===== src/rtl/simple_spi_master.sv =====
// SPI master: one WIDTH-bit MSB-first exchange per start.
// SCK, nCS and MOSI are all registered; MISO is sampled directly.
`ifndef SIMPLE_SPI_MASTER_SV
`define SIMPLE_SPI_MASTER_SV
module simple_spi_master #(
  parameter int   WIDTH   = 32,
  parameter int   CLK_DIV = 4,
  parameter logic CPOL    = 1'b0
) (
  input  logic             system_clk,
  input  logic             system_rst_n,
  input  logic             start,
  input  logic [WIDTH-1:0] value_mosi,
  output logic [WIDTH-1:0] value_miso,
  output logic             busy,
  output logic             done,
  output logic             pin_ncs,
  output logic             pin_clk,
  output logic             pin_mosi,
  input  logic             pin_miso
);

  localparam int DW = $clog2(CLK_DIV + 1);
  localparam int BW = $clog2(WIDTH + 1);
  localparam logic [DW-1:0] DIV_LAST = DW'(CLK_DIV - 1);
  localparam logic [BW-1:0] BIT_LAST = BW'(WIDTH);

  typedef enum logic [2:0] {
    IDLE,
    SETUP,
    SCK_HI,
    SCK_LO,
    HOLD,
    GAP
  } state_t;

  state_t           state;
  state_t           state_nx;
  logic [DW-1:0]    div;
  logic [BW-1:0]    bits;
  logic [WIDTH-1:0] shreg;
  logic             rx_bit;
  logic             tick;
  logic             rise;

  assign tick = (div == DIV_LAST);
  assign rise = (state_nx == SCK_HI) && (state != SCK_HI);

  always_comb begin
    state_nx = state;
    unique case (state)
      IDLE:    if (start) state_nx = SETUP;
      SETUP:   if (tick) state_nx = SCK_HI;
      SCK_HI:  if (tick) state_nx = (bits == BIT_LAST) ? HOLD : SCK_LO;
      SCK_LO:  if (tick) state_nx = SCK_HI;
      HOLD:    if (tick) state_nx = GAP;
      GAP:     if (tick) state_nx = IDLE;
      default: state_nx = IDLE;
    endcase
  end

  always_ff @(posedge system_clk or negedge system_rst_n) begin
    if (!system_rst_n) begin
      state <= IDLE;
      div   <= '0;
    end else begin
      state <= state_nx;
      div   <= (state == IDLE || tick) ? '0 : div + 1'b1;
    end
  end

  // HOLD is the final low phase; the last received bit shifts in on entry
  always_ff @(posedge system_clk or negedge system_rst_n) begin
    if (!system_rst_n) begin
      bits       <= '0;
      shreg      <= '0;
      rx_bit     <= 1'b0;
      value_miso <= '0;
      busy       <= 1'b0;
      done       <= 1'b0;
      pin_ncs    <= 1'b1;
      pin_clk    <= CPOL;
      pin_mosi   <= 1'b0;
    end else begin
      done <= 1'b0;
      if (state == IDLE && start) begin
        shreg    <= value_mosi;
        pin_mosi <= value_mosi[WIDTH-1];
        pin_ncs  <= 1'b0;
        busy     <= 1'b1;
        bits     <= '0;
      end
      if (rise) begin
        pin_clk <= ~CPOL;
        rx_bit  <= pin_miso;
        bits    <= bits + 1'b1;
      end
      if (state == SCK_HI && tick) begin
        pin_clk <= CPOL;
        shreg   <= {shreg[WIDTH-2:0], rx_bit};
        if (state_nx == SCK_LO) pin_mosi <= shreg[WIDTH-2];
      end
      if (state == HOLD && tick) begin
        pin_ncs    <= 1'b1;
        done       <= 1'b1;
        value_miso <= shreg;
        pin_mosi   <= 1'b0;
      end
      if (state == GAP && tick) busy <= 1'b0;
    end
  end

endmodule
`endif


===== config.mk =====
export PLATFORM = sky130hd
export DESIGN_NAME = simple_spi_master
export DESIGN_NICKNAME = d
export VERILOG_FILES = /design/src/rtl/simple_spi_master.sv
export SDC_FILE = /design/constraint.sdc
export NUM_CORES = 1
export LEC_CHECK = 0
export ABC_AREA = 1
export BUFFER_PORTS_ARGS = -buffer_cell sky130_fd_sc_hd__buf_4
export CAP_MARGIN = 20
export CORE_ASPECT_RATIO = 2
export CORE_UTILIZATION = 49
export CTS_CLUSTER_SIZE = 40
export DETAILED_ROUTE_END_ITERATION = 8
export PLACE_DENSITY = 0.75
export SETUP_SLACK_MARGIN = 0.3
export SLEW_MARGIN = 10
export SYNTH_ARGS = -nofsm -noshare
export SYNTH_HDL_FRONTEND = slang
export SYNTH_SLANG_ARGS = --single-unit

===== constraint.sdc =====
create_clock -name system_clk -period 1.9 [get_ports system_clk]
set_clock_uncertainty 0.15 [all_clocks]
set_input_delay 0.38 -clock system_clk [delete_from_list [all_inputs] [get_ports system_clk]]
set_output_delay 0.38 -clock system_clk [all_outputs]
set_load 0.05 [all_outputs]

# Word-level counts from Yosys, hierarchy flattened
# Index checks and enable logic that the tools add are counted.
# totals
ff_bits,82
latchBits,0
mem_bits_rw,0
rom_bits,0
inputBits,36
memories,0
# classes
n_addsub,2
multipliers,0
n_div,0
magnitude_cmp,0
n_eq_ne,10
shift,0
mux,23
bitwise_logic,0
reduce_logical,13
# op_table
cell,n
32-bit two-way mux,2
3-bit two-way mux,7
3-bit by 2-bit == test with 1-bit output (second input constant),5
3-bit one-hot mux with 5 select lines,1
6-bit two-way mux,2
1-bit two-way mux,11
2-bit nonzero test,5
6-bit by 1-bit adder with 6-bit output (second input constant),1
3-bit == test (second input constant),2
6-bit == test (second input constant),1
1-bit logical AND,5
3-bit by 1-bit adder with 3-bit output (second input constant),1
3-bit by 1-bit == test with 1-bit output (second input constant),1
3-bit logical NOT,1
3-bit by 2-bit inequality test with 1-bit output (second input constant),1
2-bit OR reduction,1
1-bit logical OR,1

# Logic depth before layout (Yosys ltp)
# Gate-level depths: netlist (run 1).
# logic_depth
ltp_word,8
depth_mapped,12

# Worst setup path after synthesis (run 1)
# No wires, ideal clock.
# synth_path
path_kind,register -> register
from,reg div[0]
to,reg value_miso[13]
setup_ns,0.130
t_arrival_ns,1.532
required_time_ns,1.620
path_slack_ns,0.088
path_stages_with_launch,9
path_buffers,2
synth_period_minus_slack_ns,1.812
cell_sequence,dfrtp_1 ha_1 ha_1 inv_1 nor2_1 nand2_1 buf_2 clkbuf_1 o21ai_0
# synth_between
elab_chain_cells,2
# synth_rtl
item,line_no,text
"start, declared",39,logic [DW-1:0] div;
"start signal, assigned",68,div <= (state == IDLE || tick) ? '0 : div + 1'b1;
3-bit by 2-bit == test with 1-bit output,46,assign tick = (div == DIV_LAST);
1-bit logical AND,103,if (state == HOLD && tick) begin
"end signal, assigned",106,value_miso <= shreg;
"end, declared",14,"output logic [WIDTH-1:0] value_miso,"
# No other way between the ends.
# A chain may end at the register's enable or synchronous reset.

# Worst setup path after layout (run 1)
# layout_path
from,reg div[0]
to,reg shreg[20]
# layout_between
elab_chain_cells,3
elab_cells_between_ends,4
# layout_rtl
item,line_no,text
3-bit by 2-bit == test with 1-bit output *,46,
1-bit logical AND *,98,if (state == SCK_HI && tick) begin
32-bit two-way mux / 2-bit nonzero test (equally long branches),--,
"end signal, assigned",87,shreg <= value_mosi;
"end signal, assigned",100,"shreg <= {shreg[WIDTH-2:0], rx_bit};"
"end, declared",41,logic [WIDTH-1:0] shreg;
# Every way passes the cells marked *; elsewhere a longest branch is shown, timed or not.

==> results.cfg, run 1 <==
[yosys]
yosys.area_share.xor_xnor = 0.00497
postSynthNetCount = 423
synth.top_cell.area_share = 0.575
post-synth-top-count-cell = sky130_fd_sc_hd__nand2_1
synth_compound_area_frac = 0.168
share_of_flip_flops_with_an_asynchronous_set_or_reset_after_synthesis = 1.00
ys_types = 23
synth_mux_area_frac = 0
synth_edf_count = 0
synth_warnings = 0
synthTopCellsByCount = sky130_fd_sc_hd__nand2_1, sky130_fd_sc_hd__dfrtp_1, sky130_fd_sc_hd__o21ai_0
simple_gate_share_of_the_synthesized_area = 0.149
synthTopCellsByArea = sky130_fd_sc_hd__dfrtp_1, sky130_fd_sc_hd__nand2_1, sky130_fd_sc_hd__o21ai_0
post_syn_area_um2 = 3520
yosys_most_used_dff = sky130_fd_sc_hd__dfrtp_1
post_synth.cell_area_avg_um2 = 9.20
synth_seq_area_share = 0.583
ys_seq_elements = 82
netlist_instances = 383
post_synth_fa_ha_maj_area_fraction = 0.0142
synth_area_leader_cell = sky130_fd_sc_hd__dfrtp_1
synth_top_family_by_area = compound AO/OA/AOI/OAI gates

[setup_path]
critPathRequiredTime_ns = 1.96
worst-path-max-fanout = 17
r2r_slack_ns = 0.05
worstReg2RegEnd = shreg[20]
critical_path.reg2reg.startpoint = div[0]
path_buf_inv = 3
r2r.worst_path.cells = 9
critical_path.startpoint_type = register
worstPathCellList = ha_2 -> ha_4 -> inv_6 -> nor2_4 -> buf_4 -> buf_12 -> nand2_1 -> o211ai_1 -> o21ai_0
crit_path_max_delay_family = adder cells
crit_slowest_cell = sky130_fd_sc_hd__dfrtp_1
cp.arrival_ns = 1.91
timing.critical_path.to_type = register
slowest_delay_ns = 0.36
critical_path_class = reg -> reg

[grt]
grt_pass1_wl_um = 13200
grt_overflow = 0
grt_util_all_layers = 0.239
antenna_found_initial = 0
grt_max_degree = 83
grt_pass1_vias = 2828

[hold_path]
worstHoldPathCells = 3
worstHoldEndpoint = rx_bit
min_path_type = in -> reg
timing.hold.worst.start = pin_miso

[layout]
antenna_cells_inserted = 0
design.final.nets = 518
multi_input_area_um2 = 1490
fillCellCount = 457
finalCoreUtilization = 0.748
share_of_final_layout_standard_cells_stronger_than_drive_strength_1 = 0.394
area.sequential_um2 = 2050
flow.area_growth_from_synthesis_pct = 47.3

[route]
wl_um = 9950
ant_nets = 0
wl_met3_um = 505
dr_wl_met2_um = 5550
routed_via_density = 5.52
drt_pre_antenna_iters = 5
via_count = 3158
met1_routed_wirelength_after_detailed_routing_um = 3520
wire_per_inst_um = 17.4
route.top_layer_used = met4
detail_route.iter0.violations = 160
drc = 0

[clock_tree]
clk_pin_slew_worst_paths_ns = 0.06
cts.htree.levels = 3
max-clock-path-buffers = 2
cts_made_buffers = 9
numClockSinks = 82
clock-root-buffer = sky130_fd_sc_hd__clkbuf_16
tritoncts = yes
clock_latency_ns = 0.34

[timing]
hold_viol_final = 0
maxSlewViolCount = 0
post-route-min-period_ns = 1.85
max_freq_ghz = 0.540
max_slew.worst_pin.slew_ns = 0.442
finalSetupViolCount = 0
hold_slack_ns = 0.123
layout_worst_path_cycle_share = 0.975
rsz_0062_raised_after_global_routing = yes
slew-limit-headroom = 0.705

[power_and_ir_drop]
power.share.clock = 0.297
vdd_drop_max_v = 0.000991
power-per-cell-area_nw_per_um2 = 1200
p_sw_mw = 2.07
internal_power_mw = 4.14
total_chip_power_mw = 6.21
comb_power_share = 0.321
switching_share = 0.334
total_leakage_power_nw = 2.48
power.share.sequential = 0.381

[floorplan]
die_h_um = 122
io_pins = 73
die_area_um2 = 7550
initial_utilization = 0.508
die-width_um = 62.0
rows = 43
core_area_um2 = 6940

[run]
maxcap_viol_count = 0

[run_status]
run_status = complete, no violations

[place]
globalplace.congestion = 0.821
hpwl_um = 5170
portBuffers = 72
-- layout by cell type (no fill, tap or decap), types with 3 or more instances in the layout --
master	synthesis	final
sky130_fd_sc_hd__nor2_4	1	3
sky130_fd_sc_hd__o21ai_1	9	26
sky130_fd_sc_hd__clkbuf_16	0	16
sky130_fd_sc_hd__nand2_4	3	15
sky130_fd_sc_hd__o21ai_2	0	18
sky130_fd_sc_hd__nand3_1	14	11
sky130_fd_sc_hd__o211ai_1	31	31
sky130_fd_sc_hd__buf_12	0	7
sky130_fd_sc_hd__dfrtp_1	81	80
sky130_fd_sc_hd__nand3_2	0	3
sky130_fd_sc_hd__o21ai_0	60	24
sky130_fd_sc_hd__nor2_1	11	9
sky130_fd_sc_hd__buf_6	0	3
sky130_fd_sc_hd__nand2_1	90	57
sky130_fd_sc_hd__inv_1	48	44
sky130_fd_sc_hd__nand2_2	0	20
sky130_fd_sc_hd__buf_4	3	83
sky130_fd_sc_hd__nand4_1	3	3
-- power by group through the flow --
stage               Sequential [mW]  Clock (mW)  Combinational (mW)
floorplan                      2.38           0               0.976
global placement               2.35           0                1.38
detailed placement             2.37           0                1.45
CTS                            2.35        1.86                1.61
global route                   2.40        1.92                2.20
finish                         2.37        1.85                2.00
-- what timing repair did --
| action | in CTS | in global routing |
|---|---|---|
| endpoints found under the hold margin | 81 | 0 |
| endpoints found under the setup margin | 74 | 78 |
| cloned | 1 | 10 |
| resized for setup | 13 | 117 |
| setup buffers | 6 | 6 |
| hold buffers | 1 | 0 |
| pin swaps | 4 | 29 |
-- final cells by class --
cell class,instances,share of cell area
Inverter,49,0.0374
Clock inverter,5,0.0152
Timing Repair Buffer,103,0.197
Sequential cell,82,0.396
Tap cell,90,0.0217
Multi-Input combinational cell,233,0.286
Clock buffer,10,0.0460
-- sequential cells by signal, indices dropped and copies added, names as in the netlist --
name and flops:
rx_bit 1, busy 1, pin_mosi 1, bits 6, shreg 32, div 3
value_miso 32, done 1, pin_ncs 1, state 3, pin_clk 1
-- metal layers --
layer	up-vias	GRT usage
li1	1460	-
met1	1567	0.294
met2	103	0.390
met3	28	0.0488
met4	0	0.107
met5	-	0
-- worst max path at each step --
stage / startpoint / to / slack [ns] / depth (start not counted)
final: div[0] / shreg[20] / 0.05 / 9
after global routing: div[0] / shreg[10] / -0.05 / 9
after CTS: div[0] / shreg[30] / 0.1 / 8
after detailed placement: div[0] / bits[0] / 0.05 / 12
after global placement: div[0] / bits[0] / 0.13 / 12
after floorplan: div[0] / bits[0] / 0.21 / 12
-- worst reg2reg max path, stage by stage (launching register included) --
cell	delay [ns]
sky130_fd_sc_hd__dfrtp_1	0.36
sky130_fd_sc_hd__ha_2	0.20
sky130_fd_sc_hd__ha_4	0.17
sky130_fd_sc_hd__inv_6	0.05
sky130_fd_sc_hd__nor2_4	0.21
sky130_fd_sc_hd__buf_4	0.17
sky130_fd_sc_hd__buf_12	0.13
sky130_fd_sc_hd__nand2_1	0.06
sky130_fd_sc_hd__o211ai_1	0.10
sky130_fd_sc_hd__o21ai_0	0.13
-- cells by family after synthesis --
family | Yosys count
xor+xnor | 2
flops | 82
simple gates | 124
fa+ha+maj | 4
compound gates | 102
buf+inv | 69
-- through the flow --
| step | worst slack, ns | cell area (um^2) | instances | setup TNS [ns] |
|---|---|---|---|---|
| floorplan | 0.214 | 3550 | 383 | 0 |
| global placement | 0.133 | 4210 | 533 | 0 |
| detailed placement | 0.0463 | 4210 | 533 | 0 |
| CTS | 0.0994 | 4650 | 556 | 0 |
| global route | -0.0509 | 5190 | 572 | -0.271 |
| finish | 0.0475 | 5190 | 572 | 0 |
Power figures use the tool's default switching activity.
==> run 2, diff against run 1 <==
Settings changed: CORE_MARGIN set to 2.
==> results.cfg, run 2 (synthesis results as in run 1) <==
[run_status]
run_status = finished, violations left
violations = setup timing

[run]
maxcap_viol_count = 0

[layout]
reg.largest.list = shreg (32), value_miso (32), bits (6)
flow.area_growth_from_synthesis_pct = 46.8
area.sequential_um2 = 2050
share_of_final_layout_standard_cells_stronger_than_drive_strength_1 = 0.368
final_cell_count_no_fill = 577
design.final.nets = 522
fillCellCount = 448
antenna_cells_inserted = 0
finalCoreUtilization = 0.745
layout.cells.most_common_list = sky130_fd_sc_hd__buf_4, sky130_fd_sc_hd__dfrtp_1, sky130_fd_sc_hd__nand2_1
multi_input_area_um2 = 1440
mostFrequentLayoutCell = sky130_fd_sc_hd__buf_4

[place]
hpwl_um = 5380
place.detailed.instances = 533
portBuffers = 72
globalplace.congestion = 0.812

[floorplan]
die_area_um2 = 7930
die-width_um = 64.0
io_pins = 73
die_h_um = 124
rows = 43
initial_utilization = 0.508
core_area_um2 = 6940

[timing]
max_freq_ghz = 0.525
max_slew.worst_pin.slew_ns = 0.345
layout_worst_path_cycle_share = 1.00
setup_ws_ns = -0.00394
maxSlewViolCount = 0
finalSetupViolCount = 1
slew-limit-headroom = 0.768
rsz_0062_raised_after_global_routing = yes
hold_viol_final = 0
post-route-min-period_ns = 1.90

[route]
ant_nets = 0
via_count = 3252
routed_via_density = 5.64
drt_pre_antenna_iters = 4
drc = 0
detail_route.iter0.violations = 367
wire_per_inst_um = 18.8
wl_um = 10900

[setup_path]
crit_path_max_delay_family = adder cells
timing.critical_path.to_type = register
worst-path-max-fanout = 31
crit_slowest_cell = sky130_fd_sc_hd__dfrtp_1
cp.arrival_ns = 1.93
critical_path.startpoint_type = register
slowest_delay_ns = 0.35
worstPathCellList = ha_2 -> ha_4 -> inv_6 -> nor2_4 -> buf_12 -> nand2_1 -> o211ai_1 -> o21ai_0
critical_path_class = reg -> reg
critPathRequiredTime_ns = 1.93
path_buf_inv = 2

[grt]
grt_pass1_wl_um = 13800
grt_util_all_layers = 0.231
grt_pass1_vias = 2872
antenna_found_initial = 0
grt_max_degree = 67
grt_overflow = 0

[clock_tree]
cts.htree.levels = 3
clock-root-buffer = sky130_fd_sc_hd__clkbuf_16
clock_latency_ns = 0.34
numClockSinks = 82
clk_pin_slew_worst_paths_ns = 0.06
cts_made_buffers = 9
max-clock-path-buffers = 2
tritoncts = yes

[hold_path]
min_path_type = in -> reg

[power_and_ir_drop]
power-per-cell-area_nw_per_um2 = 1170
total_leakage_power_nw = 2.48
vdd_drop_max_v = 0.00122
## run 2: cell count changes in the layout (fill, tap and decap cells not counted), sizes merged
cell and delta:
buf +5, clkbuf +2, bufinv -1, clkinv -1
## run 2: tightest hold or removal path, stage by stage
cell and delay, ns:
sky130_fd_sc_hd__buf_4 0.08, sky130_fd_sc_hd__o21ai_1 0.06, sky130_fd_sc_hd__o21ai_1 0.07
## run 2: what timing repair did
action | CTS | global route
pin swaps | 6 | 1
setup endpoints to repair | 74 | 78
hold buffers | 1 | 0
setup buffers | 6 | 8
resized for setup | 33 | 93
gates cloned | 3 | 10
endpoints found under the hold margin | 19 | 0
## run 2: area by class of cell
type,count,area share
clock buffer,13,0.0484
clock inverter,3,0.00774
inverter,49,0.0370
multi-input combinational,233,0.279
sequential,82,0.397
tap,90,0.0218
timing repair buffer,107,0.209
## run 2: where the power goes
part           switching (mW)  total, mW  internal (mW)  leakage [nW]
logic                    1.24       1.98          0.737          1.26
clock network           0.650       1.70           1.05         0.144
registers               0.204       2.37           2.17          1.07
total                    2.10       6.05           3.95          2.48
## run 2: path summary, 6_finish.rpt
kind | from | end | slack, ns | depth (start not counted)
max | div[0] | shreg[10] | -0.004 | 8
min | value_mosi[0] | shreg[0] | 0.16 | 3
max reg2reg | div[0] | shreg[10] | -0.004 | 8
min reg2reg | div[0] | div[0] | 0.29 | 1
max in group asynchronous | system_rst_n | pin_ncs | 0.63 | 3
min in group asynchronous | system_rst_n | shreg[4] | 0.32 | 2
## run 2: through the flow
| step | TNS, ns | hold WS (ns) | instance area [um^2] | setup slack [ns] | power, mW |
|---|---|---|---|---|---|
| final | -0.00394 | 0.156 | 5170 | -0.00394 | 6.05 |
| after global routing | -0.146 | 0.164 | 5170 | -0.0676 | 6.38 |
| after floorplan | 0 | -0.0656 | 3550 | 0.214 | 3.35 |
| after CTS | 0 | 0.139 | 4670 | 0.138 | 5.67 |
| after detailed placement | 0 | 0.134 | 4220 | 0.0998 | 3.79 |
| after global placement | 0 | 0.131 | 4220 | 0.141 | 3.73 |
## run 2: layer usage
layer / vias up / global-route usage / routed length, um
met5: - / 0 / 0
met3: 34 / 0.0397 / 665
met2: 155 / 0.390 / 5920
li1: 1464 / - / -
met4: 0 / 0.139 / 482
met1: 1599 / 0.273 / 3780
